## src/rtl/reservation_station_pkg.sv

```systemverilog
`default_nettype none
// ============================================================================
// Module      : reservation_station_pkg
// Description : Shared entry-state encoding and width helper for the
//               reservation station.
// Revision    : 1.0 - initial release
// ============================================================================
package reservation_station_pkg;

    typedef enum logic [1:0] {
        ST_FREE      = 2'd0,
        ST_WAITING   = 2'd1,
        ST_READY     = 2'd2,
        ST_EXECUTING = 2'd3
    } entry_state_e;

    function automatic int max_int(input int a, input int b);
        return (a > b) ? a : b;
    endfunction

endpackage : reservation_station_pkg
`default_nettype wire

```

## src/rtl/reservation_station_if.sv

```systemverilog
`default_nettype none
// ============================================================================
// Module      : reservation_station_if
// Description : Issue, dispatch and CDB signals of the reservation station.
// Revision    : 1.0 - initial release
// ============================================================================
interface reservation_station_if #(
    parameter int DATA_WIDTH    = 4,
    parameter int CDB_TAG_WIDTH = 4,
    parameter int OP_WIDTH      = 2
) ();
    localparam int W = reservation_station_pkg::max_int(DATA_WIDTH, CDB_TAG_WIDTH);

    logic                     cdb_in_valid;
    logic [CDB_TAG_WIDTH-1:0] cdb_in_tag;
    logic [DATA_WIDTH-1:0]    cdb_in_data;

    logic                     issue_valid;
    logic                     issue_ready;
    logic [OP_WIDTH-1:0]      issue_op;
    logic [W-1:0]             issue_src1_data;
    logic [W-1:0]             issue_src2_data;
    logic                     issue_src1_valid;
    logic                     issue_src2_valid;
    logic [CDB_TAG_WIDTH-1:0] issue_tag;

    logic                     dispatch_valid;
    logic                     dispatch_ready;
    logic [OP_WIDTH-1:0]      dispatch_op;
    logic [DATA_WIDTH-1:0]    dispatch_src1;
    logic [DATA_WIDTH-1:0]    dispatch_src2;
    logic [CDB_TAG_WIDTH-1:0] dispatch_tag;

    // Reservation-station side.
    modport slave (
        input  cdb_in_valid, cdb_in_tag, cdb_in_data,
        input  issue_valid, issue_op, issue_src1_data, issue_src2_data,
        input  issue_src1_valid, issue_src2_valid,
        output issue_ready, issue_tag,
        output dispatch_valid, dispatch_op, dispatch_src1, dispatch_src2, dispatch_tag,
        input  dispatch_ready
    );

    // Issue stage / FU / CDB side.
    modport master (
        output cdb_in_valid, cdb_in_tag, cdb_in_data,
        output issue_valid, issue_op, issue_src1_data, issue_src2_data,
        output issue_src1_valid, issue_src2_valid,
        input  issue_ready, issue_tag,
        input  dispatch_valid, dispatch_op, dispatch_src1, dispatch_src2, dispatch_tag,
        output dispatch_ready
    );

endinterface : reservation_station_if
`default_nettype wire

```

## src/rtl/cdb_result_listener.sv

```systemverilog
`default_nettype none
// ============================================================================
// Module      : cdb_result_listener
// Description : One operand slot: holds a value or a producer tag and captures
//               the CDB result when the tag matches.
// Revision    : 1.0 - initial release
// ============================================================================
module cdb_result_listener #(
    parameter int W             = 4,
    parameter int DATA_WIDTH    = 4,
    parameter int CDB_TAG_WIDTH = 4
) (
    input  wire logic                     clk,
    input  wire logic                     rst_n,
    input  wire logic                     i_listen_en,
    input  wire logic                     i_load,
    input  wire logic                     i_load_valid,
    input  wire logic [W-1:0]             i_load_data,
    input  wire logic                     i_cdb_valid,
    input  wire logic [CDB_TAG_WIDTH-1:0] i_cdb_tag,
    input  wire logic [DATA_WIDTH-1:0]    i_cdb_data,
    output logic [W-1:0]                  o_data,
    output logic                          o_valid_nxt
);
    logic         r_valid;
    logic [W-1:0] r_data;
    logic         w_hit;

    // While invalid, the low bits of the stored word are the producer tag.
    assign w_hit = i_listen_en & ~r_valid & i_cdb_valid
                 & (r_data[CDB_TAG_WIDTH-1:0] == i_cdb_tag);

    always_ff @(posedge clk or negedge rst_n) begin
        if (!rst_n) begin
            r_valid <= 1'b0;
            r_data  <= '0;
        end else if (i_load) begin
            r_valid <= i_load_valid;
            r_data  <= i_load_data;
        end else if (w_hit) begin
            r_valid <= 1'b1;
            r_data  <= W'(i_cdb_data);
        end
    end

    assign o_data      = r_data;
    assign o_valid_nxt = r_valid | w_hit;

endmodule : cdb_result_listener
`default_nettype wire

```

## src/rtl/reservation_station.sv

```systemverilog
`default_nettype none
// ============================================================================
// Module      : reservation_station
// Description : Tomasulo reservation station feeding one functional unit.
// Revision    : 1.0 - initial release
// ============================================================================
module reservation_station
    import reservation_station_pkg::*;
#(
    parameter int ENTRY_COUNT   = 4,
    parameter int DATA_WIDTH    = 4,
    parameter int CDB_TAG_WIDTH = 4,
    parameter int OP_WIDTH      = 2,
    parameter int TAG_BASE      = 0
) (
    input wire logic             clk,
    input wire logic             rst_n,
    reservation_station_if.slave rs
);
    localparam int W     = max_int(DATA_WIDTH, CDB_TAG_WIDTH);
    localparam int IDX_W = (ENTRY_COUNT > 1) ? $clog2(ENTRY_COUNT) : 1;
    localparam logic [CDB_TAG_WIDTH-1:0] c_tag_base = CDB_TAG_WIDTH'(TAG_BASE);

    logic [ENTRY_COUNT-1:0] w_free, w_ready, w_alloc, w_listen;
    logic [ENTRY_COUNT-1:0] w_src1_valid_nxt, w_src2_valid_nxt;
    logic [W-1:0]           w_src1_data [ENTRY_COUNT];
    logic [W-1:0]           w_src2_data [ENTRY_COUNT];
    logic [OP_WIDTH-1:0]    w_op        [ENTRY_COUNT];

    logic             w_free_any, w_ready_any;
    logic [IDX_W-1:0] w_free_idx, w_ready_idx;
    logic             w_issue_fire, w_dispatch_fire;
    logic             w_byp1, w_byp2, w_cmd1_valid, w_cmd2_valid;
    logic [W-1:0]     w_cmd1_data, w_cmd2_data, w_sel_src1, w_sel_src2;

    always_comb begin
        w_free_any  = 1'b0;
        w_free_idx  = '0;
        w_ready_any = 1'b0;
        w_ready_idx = '0;
        for (int i = ENTRY_COUNT - 1; i >= 0; i--) begin
            if (w_free[i]) begin
                w_free_any = 1'b1;
                w_free_idx = IDX_W'(i);
            end
            if (w_ready[i]) begin
                w_ready_any = 1'b1;
                w_ready_idx = IDX_W'(i);
            end
        end
    end

    assign w_issue_fire    = rs.issue_valid & rs.issue_ready;
    assign w_dispatch_fire = w_ready_any & rs.dispatch_ready;

    // Same-cycle bypass: a missing operand whose producer is on the CDB now is
    // loaded as a value instead of a tag.
    assign w_byp1 = ~rs.issue_src1_valid & rs.cdb_in_valid
                  & (rs.issue_src1_data[CDB_TAG_WIDTH-1:0] == rs.cdb_in_tag);
    assign w_byp2 = ~rs.issue_src2_valid & rs.cdb_in_valid
                  & (rs.issue_src2_data[CDB_TAG_WIDTH-1:0] == rs.cdb_in_tag);
    assign w_cmd1_valid = rs.issue_src1_valid | w_byp1;
    assign w_cmd2_valid = rs.issue_src2_valid | w_byp2;
    assign w_cmd1_data  = w_byp1 ? W'(rs.cdb_in_data) : rs.issue_src1_data;
    assign w_cmd2_data  = w_byp2 ? W'(rs.cdb_in_data) : rs.issue_src2_data;

    generate
        for (genvar i = 0; i < ENTRY_COUNT; i++) begin : g_entry
            localparam logic [CDB_TAG_WIDTH-1:0] c_own_tag = CDB_TAG_WIDTH'(TAG_BASE + i);

            entry_state_e        r_state;
            logic [OP_WIDTH-1:0] r_op;

            assign w_free[i]   = (r_state == ST_FREE);
            assign w_ready[i]  = (r_state == ST_READY);
            assign w_listen[i] = (r_state != ST_FREE);
            assign w_alloc[i]  = w_issue_fire & (w_free_idx == IDX_W'(i));
            assign w_op[i]     = r_op;

            cdb_result_listener #(
                .W(W), .DATA_WIDTH(DATA_WIDTH), .CDB_TAG_WIDTH(CDB_TAG_WIDTH)
            ) u_src1 (
                .clk(clk), .rst_n(rst_n),
                .i_listen_en(w_listen[i]), .i_load(w_alloc[i]),
                .i_load_valid(w_cmd1_valid), .i_load_data(w_cmd1_data),
                .i_cdb_valid(rs.cdb_in_valid), .i_cdb_tag(rs.cdb_in_tag),
                .i_cdb_data(rs.cdb_in_data),
                .o_data(w_src1_data[i]), .o_valid_nxt(w_src1_valid_nxt[i])
            );

            cdb_result_listener #(
                .W(W), .DATA_WIDTH(DATA_WIDTH), .CDB_TAG_WIDTH(CDB_TAG_WIDTH)
            ) u_src2 (
                .clk(clk), .rst_n(rst_n),
                .i_listen_en(w_listen[i]), .i_load(w_alloc[i]),
                .i_load_valid(w_cmd2_valid), .i_load_data(w_cmd2_data),
                .i_cdb_valid(rs.cdb_in_valid), .i_cdb_tag(rs.cdb_in_tag),
                .i_cdb_data(rs.cdb_in_data),
                .o_data(w_src2_data[i]), .o_valid_nxt(w_src2_valid_nxt[i])
            );

            // Own-tag broadcasts outside EXECUTING are protocol errors and fall
            // through the case untouched.
            always_ff @(posedge clk or negedge rst_n) begin
                if (!rst_n) begin
                    r_state <= ST_FREE;
                    r_op    <= '0;
                end else begin
                    case (r_state)
                        ST_FREE: begin
                            if (w_alloc[i]) begin
                                r_op    <= rs.issue_op;
                                r_state <= (w_cmd1_valid & w_cmd2_valid) ? ST_READY : ST_WAITING;
                            end
                        end
                        ST_WAITING: begin
                            if (w_src1_valid_nxt[i] & w_src2_valid_nxt[i])
                                r_state <= ST_READY;
                        end
                        ST_READY: begin
                            if (w_dispatch_fire && (w_ready_idx == IDX_W'(i)))
                                r_state <= ST_EXECUTING;
                        end
                        ST_EXECUTING: begin
                            if (rs.cdb_in_valid && (rs.cdb_in_tag == c_own_tag))
                                r_state <= ST_FREE;
                        end
                        default: r_state <= ST_FREE;
                    endcase
                end
            end
        end
    endgenerate

    assign w_sel_src1 = w_src1_data[w_ready_idx];
    assign w_sel_src2 = w_src2_data[w_ready_idx];

    assign rs.issue_ready    = rst_n & w_free_any;
    assign rs.issue_tag      = c_tag_base + CDB_TAG_WIDTH'(w_free_idx);
    assign rs.dispatch_valid = w_ready_any;
    assign rs.dispatch_op    = w_op[w_ready_idx];
    assign rs.dispatch_src1  = w_sel_src1[DATA_WIDTH-1:0];
    assign rs.dispatch_src2  = w_sel_src2[DATA_WIDTH-1:0];
    assign rs.dispatch_tag   = c_tag_base + CDB_TAG_WIDTH'(w_ready_idx);

endmodule : reservation_station
`default_nettype wire

```

## src/flat_wrapper.sv

```systemverilog
// flat-port wrapper written by rule: the top's interface ports become plain ports
module reservation_station_flat import reservation_station_pkg::*;
#(
    parameter int ENTRY_COUNT   = 4,
    parameter int DATA_WIDTH    = 4,
    parameter int CDB_TAG_WIDTH = 4,
    parameter int OP_WIDTH      = 2,
    parameter int TAG_BASE      = 0
)
  (clk, rst_n, rs_cdb_in_valid, rs_cdb_in_tag, rs_cdb_in_data, rs_issue_valid, rs_issue_op, rs_issue_src1_data, rs_issue_src2_data, rs_issue_src1_valid, rs_issue_src2_valid, rs_issue_ready, rs_issue_tag, rs_dispatch_valid, rs_dispatch_op, rs_dispatch_src1, rs_dispatch_src2, rs_dispatch_tag, rs_dispatch_ready);
  reservation_station_if #(.DATA_WIDTH(DATA_WIDTH), .CDB_TAG_WIDTH(CDB_TAG_WIDTH), .OP_WIDTH(OP_WIDTH)) rs_i ();
  input wire logic clk;
  input wire logic rst_n;
  input wire logic [$bits(rs_i.cdb_in_valid)-1:0] rs_cdb_in_valid;
  input wire logic [$bits(rs_i.cdb_in_tag)-1:0] rs_cdb_in_tag;
  input wire logic [$bits(rs_i.cdb_in_data)-1:0] rs_cdb_in_data;
  input wire logic [$bits(rs_i.issue_valid)-1:0] rs_issue_valid;
  input wire logic [$bits(rs_i.issue_op)-1:0] rs_issue_op;
  input wire logic [$bits(rs_i.issue_src1_data)-1:0] rs_issue_src1_data;
  input wire logic [$bits(rs_i.issue_src2_data)-1:0] rs_issue_src2_data;
  input wire logic [$bits(rs_i.issue_src1_valid)-1:0] rs_issue_src1_valid;
  input wire logic [$bits(rs_i.issue_src2_valid)-1:0] rs_issue_src2_valid;
  output wire logic [$bits(rs_i.issue_ready)-1:0] rs_issue_ready;
  output wire logic [$bits(rs_i.issue_tag)-1:0] rs_issue_tag;
  output wire logic [$bits(rs_i.dispatch_valid)-1:0] rs_dispatch_valid;
  output wire logic [$bits(rs_i.dispatch_op)-1:0] rs_dispatch_op;
  output wire logic [$bits(rs_i.dispatch_src1)-1:0] rs_dispatch_src1;
  output wire logic [$bits(rs_i.dispatch_src2)-1:0] rs_dispatch_src2;
  output wire logic [$bits(rs_i.dispatch_tag)-1:0] rs_dispatch_tag;
  input wire logic [$bits(rs_i.dispatch_ready)-1:0] rs_dispatch_ready;
  assign rs_i.cdb_in_valid = rs_cdb_in_valid;
  assign rs_i.cdb_in_tag = rs_cdb_in_tag;
  assign rs_i.cdb_in_data = rs_cdb_in_data;
  assign rs_i.issue_valid = rs_issue_valid;
  assign rs_i.issue_op = rs_issue_op;
  assign rs_i.issue_src1_data = rs_issue_src1_data;
  assign rs_i.issue_src2_data = rs_issue_src2_data;
  assign rs_i.issue_src1_valid = rs_issue_src1_valid;
  assign rs_i.issue_src2_valid = rs_issue_src2_valid;
  assign rs_issue_ready = rs_i.issue_ready;
  assign rs_issue_tag = rs_i.issue_tag;
  assign rs_dispatch_valid = rs_i.dispatch_valid;
  assign rs_dispatch_op = rs_i.dispatch_op;
  assign rs_dispatch_src1 = rs_i.dispatch_src1;
  assign rs_dispatch_src2 = rs_i.dispatch_src2;
  assign rs_dispatch_tag = rs_i.dispatch_tag;
  assign rs_i.dispatch_ready = rs_dispatch_ready;
  reservation_station #(.ENTRY_COUNT(ENTRY_COUNT), .DATA_WIDTH(DATA_WIDTH), .CDB_TAG_WIDTH(CDB_TAG_WIDTH), .OP_WIDTH(OP_WIDTH), .TAG_BASE(TAG_BASE)) u_core (.clk(clk), .rst_n(rst_n), .rs(rs_i));
endmodule
```

## config.mk

```make
export PLATFORM = sky130hd
export DESIGN_NAME = reservation_station_flat
export DESIGN_NICKNAME = d
export VERILOG_FILES = /design/src/rtl/reservation_station_pkg.sv /design/src/rtl/reservation_station_if.sv /design/src/rtl/cdb_result_listener.sv /design/src/rtl/reservation_station.sv /design/src/flat_wrapper.sv
export SDC_FILE = /design/constraint.sdc
export NUM_CORES = 1
export LEC_CHECK = 0
export ABC_AREA = 1
export CAP_MARGIN = 20
export CORE_UTILIZATION = 45
export CTS_BUF_LIST = sky130_fd_sc_hd__clkbuf_4
export CTS_CLUSTER_DIAMETER = 100
export DETAILED_ROUTE_END_ITERATION = 8
export GPL_TIMING_DRIVEN = 1
export MAX_ROUTING_LAYER = met4
export PLACE_DENSITY = 0.62
export SETUP_SLACK_MARGIN = 0.5
export SYNTH_ARGS = -nofsm -noshare
export SYNTH_HDL_FRONTEND = slang
export SYNTH_SLANG_ARGS = --single-unit
```

## constraint.sdc

```tcl
create_clock -name clk -period 4.4 [get_ports clk]
set_input_delay 0.44 -clock clk [delete_from_list [all_inputs] [get_ports clk]]
set_output_delay 0.44 -clock clk [all_outputs]
set_load 0.01 [all_outputs]
```

==> reports/results.txt <==
routing usage on met3: 2.74%
Max-slew headroom: 47.7%
Final Critical Period: 3.52 ns
CORE AREA: 9730 um^2
CTS buffer count: 5
row cnt: 36
pwr dens: 637 nW/um^2
Setup Fix Bufs, Post-CTS: 0
CTS-repair resized insts: 0
status: completed
DR WL/cell: 17.3 um
CP Data Arrival Time: 3.08 ns
final setup fails: 0
Synth Warn #: 0
Worst-Margin Slew: 0.782 ns
count of nets after finishing: 728
mux cell area share after synthesis: 0%
DRT iter0 DRCs: 396
worst vdd ir: 0.383 mV
die area: 10400 um^2
Setup TNS: 0 ns
first-pass GRT wire length: 22.0 mm
Max stage delay on crit path: 0.61 ns
Yosys reg bits: 56
CP startpoint kind: register
Mapped Area: 4480 um^2
Die W: 102 um
sw power: 1.54 mW
Comb pwr share: 61.3%
Leakage: 2.49 nW
Pre-antenna DRT Iters: 5
HPWL Detailed: 10.7 mm
Peak Freq: 284 MHz
post-synthesis compound-gate area fraction: 14.4%
I/O Buffers: 40
CTS Sinks: 56
main combinational cell family by area after synthesis: simple AND/OR/NAND/NOR gates
syn_area_per_cell: 6.84 um^2
Reg power frac: 29.3%
RSZ-0062 raised after global routing: false
Via Count: 4387
overflow left after global routing: 0
met1 GRT Util: 44.4%
H-tree Lvls: 2
Max-Cap Viols: 0
crit path capture type: output port
vias in the first global route: 3948
clk buf depth: 2
n_diodes: 0
R2R depth: 8
largest net degree at the start of global routing: 37
post-route antenna net violation count: 0
unique cell type count in the Yosys netlist: 37
Int Pwr: 1.65 mW
CP Class: register to output port
Net Sw Frac: 48.2%
IO Pins: 45
Min Hold Slack: 0.0169 ns
CP max-delay cell: clkdlybuf4s50_1
cells along the critical path: inv_1 -> ha_1 -> inv_2 -> nand2_1 -> nor2_2 -> nand2_1 -> o22ai_1 -> inv_1 -> o221ai_1 -> clkdlybuf4s50_1
global routing's busiest layer: met1
CTS tree: yes
later-pin clock latency in the skew report: 0.39 ns
CTS clk-pin slew, worst paths: 0.18 ns
Synth Area in XOR/XNOR: 1.76%
hold crit path type: input pin to async pin
filler instances: 997
Initial Util: 46.1%
synthesized-area fraction occupied by and/or/nand/nor cells: 35.4%
initial antenna violation count: 0
Clk pwr share: 9.4%
part of the Yosys area used for sequential elements: 31.3%
crit path max fanout: 8
Total Wirelength: 14.2 mm
Final GP Congestion: 0.966
Layout area overhead: 11.7%
total track usage: 29.5%
Crit path required time: 3.96 ns
share of layout cells above drive strength 1: 11.2%
Die Y: 102 um
Final Max Slew Viols: 0
clock skew: 0.0187 ns
DR vias/cell: 5.34
clk root buf: clkbuf_4
Syn Inst Count: 655
Synth Area in Adders: 4.47%
period utilization: 80.0%
GRT met2 Usage: 43.1%
DRC violations left: 0
CTS Hold Bufs: 0
final hold viol count: 0
-- layer usage --
layer,wire [um],share of wire (%)
met5,0,0
met4,209,1.5
met3,1010,7.1
met2,6210,44
met1,6750,48
-- cell families after synthesis --
family / Yosys count
AO/OA/AOI/OAI: 92
XOR/XNOR: 9
adder cells (fa/ha/maj): 16
buffers and inverters: 133
flip-flops: 56
other: 1
AND/OR/NAND/NOR: 348
-- per-stage QoR --
stage          area, um^2  setup slack, ns  std cells  util [%]  total power, mW
2_1_floorplan        4490             2.37        658         -             2.21
3_3_place_gp         4930             1.37        813      50.7             2.86
3_5_place_dp         4930             1.39        813      50.7             2.87
4_1_cts              5010            0.912        821      51.5             3.18
5_1_grt              5010            0.656        821      51.5             3.45
6_report             5010            0.878        821      51.5             3.19
-- worst max-delay path, delay by kind of cell, from the launching register on --
family	cells	cell delay, ns
compound gates	2	0.37
fa+ha+maj	1	0.29
buf+inv	4	0.83
flops	1	0.44
simple gates	3	0.76
-- sequential cells by signal (all words and copies together) (netlist names) --
| register | cells |
|---|---|
| u_core.g_entry.r_op | 8 |
| u_core.g_entry.r_state | 8 |
| u_core.g_entry.u_src1.o_data | 16 |
| u_core.g_entry.u_src1.r_valid | 4 |
| u_core.g_entry.u_src2.o_data | 16 |
| u_core.g_entry.u_src2.r_valid | 4 |
-- cells in the mapped netlist (all sizes together) --
master | n | share of area [%]
nand2 | 247 | 22
inv | 113 | 9.5
dfrtp | 56 | 31
nand3 | 53 | 7.4
nor2 | 44 | 4.9
o211ai | 34 | 5.7
o21ai | 33 | 4.4
buf | 18 | 2.9
ha | 16 | 4.5
xnor2 | 8 | 1.6
a21oi | 7 | 1.3
o221ai | 7 | 1.4
o22ai | 7 | 0.98
nand4 | 3 | 0.75
o2111ai | 2 | 0.39
a21boi | 1 | 0.17
clkbuf | 1 | 0.084
clkinv | 1 | 0.11
conb | 1 | 0.084
nand3b | 1 | 0.17
o31ai | 1 | 0.17
xor2 | 1 | 0.20
-- worst paths after layout --
path,from,end,slack (ns)
max,u_core.g_entry[0].r_state[0],rs_dispatch_src2[1],0.88
min,rst_n,u_core.g_entry[2].r_state[0],0.02
max reg2reg,u_core.g_entry[0].r_state[0],u_core.g_entry[3].u_src2.o_data[2],1.84
min reg2reg,u_core.g_entry[3].r_op[1],u_core.g_entry[3].r_op[1],0.51
max in group asynchronous,rst_n,u_core.g_entry[1].u_src1.o_data[3],3.40
min in group clk,u_core.g_entry[3].r_op[1],u_core.g_entry[3].r_op[1],0.51
-- power by group through the flow --
| stage | combinational [mW] | sequential (mW) | clock [mW] |
|---|---|---|---|
| 6_report | 1.96 | 0.935 | 0.299 |
| 5_1_grt | 2.16 | 0.962 | 0.322 |
| 4_1_cts | 1.94 | 0.928 | 0.304 |
| 3_5_place_dp | 1.93 | 0.942 | 0 |
| 3_3_place_gp | 1.92 | 0.936 | 0 |
| 2_1_floorplan | 1.32 | 0.890 | 0 |
-- layout by cell type (no fill, tap or decap), drive strengths merged, types with 2 or more instances in the layout --
master,n
o2111ai,2
dfrtp,56
buf,2
clkinv,3
clkdlybuf4s50,39
inv,113
o21ai,33
xnor2,8
o211ai,34
o221ai,7
nor2,44
nand2,247
o22ai,7
a21oi,7
nand3,53
clkbuf,5
nand4,3
ha,16
conb,4
-- final cells by class --
cell class,instances,area [um^2],share of cell area (%)
Clock buffer,5,37.5,0.750
Clock inverter,3,37.5,0.750
Inverter,114,432,8.62
Multi-Input combinational cell,469,2530,50.5
Sequential cell,56,1400,28.0
Tap cell,133,166,3.32
Timing Repair Buffer,41,403,8.05
Note: power is estimated with default switching activity, not from simulation.
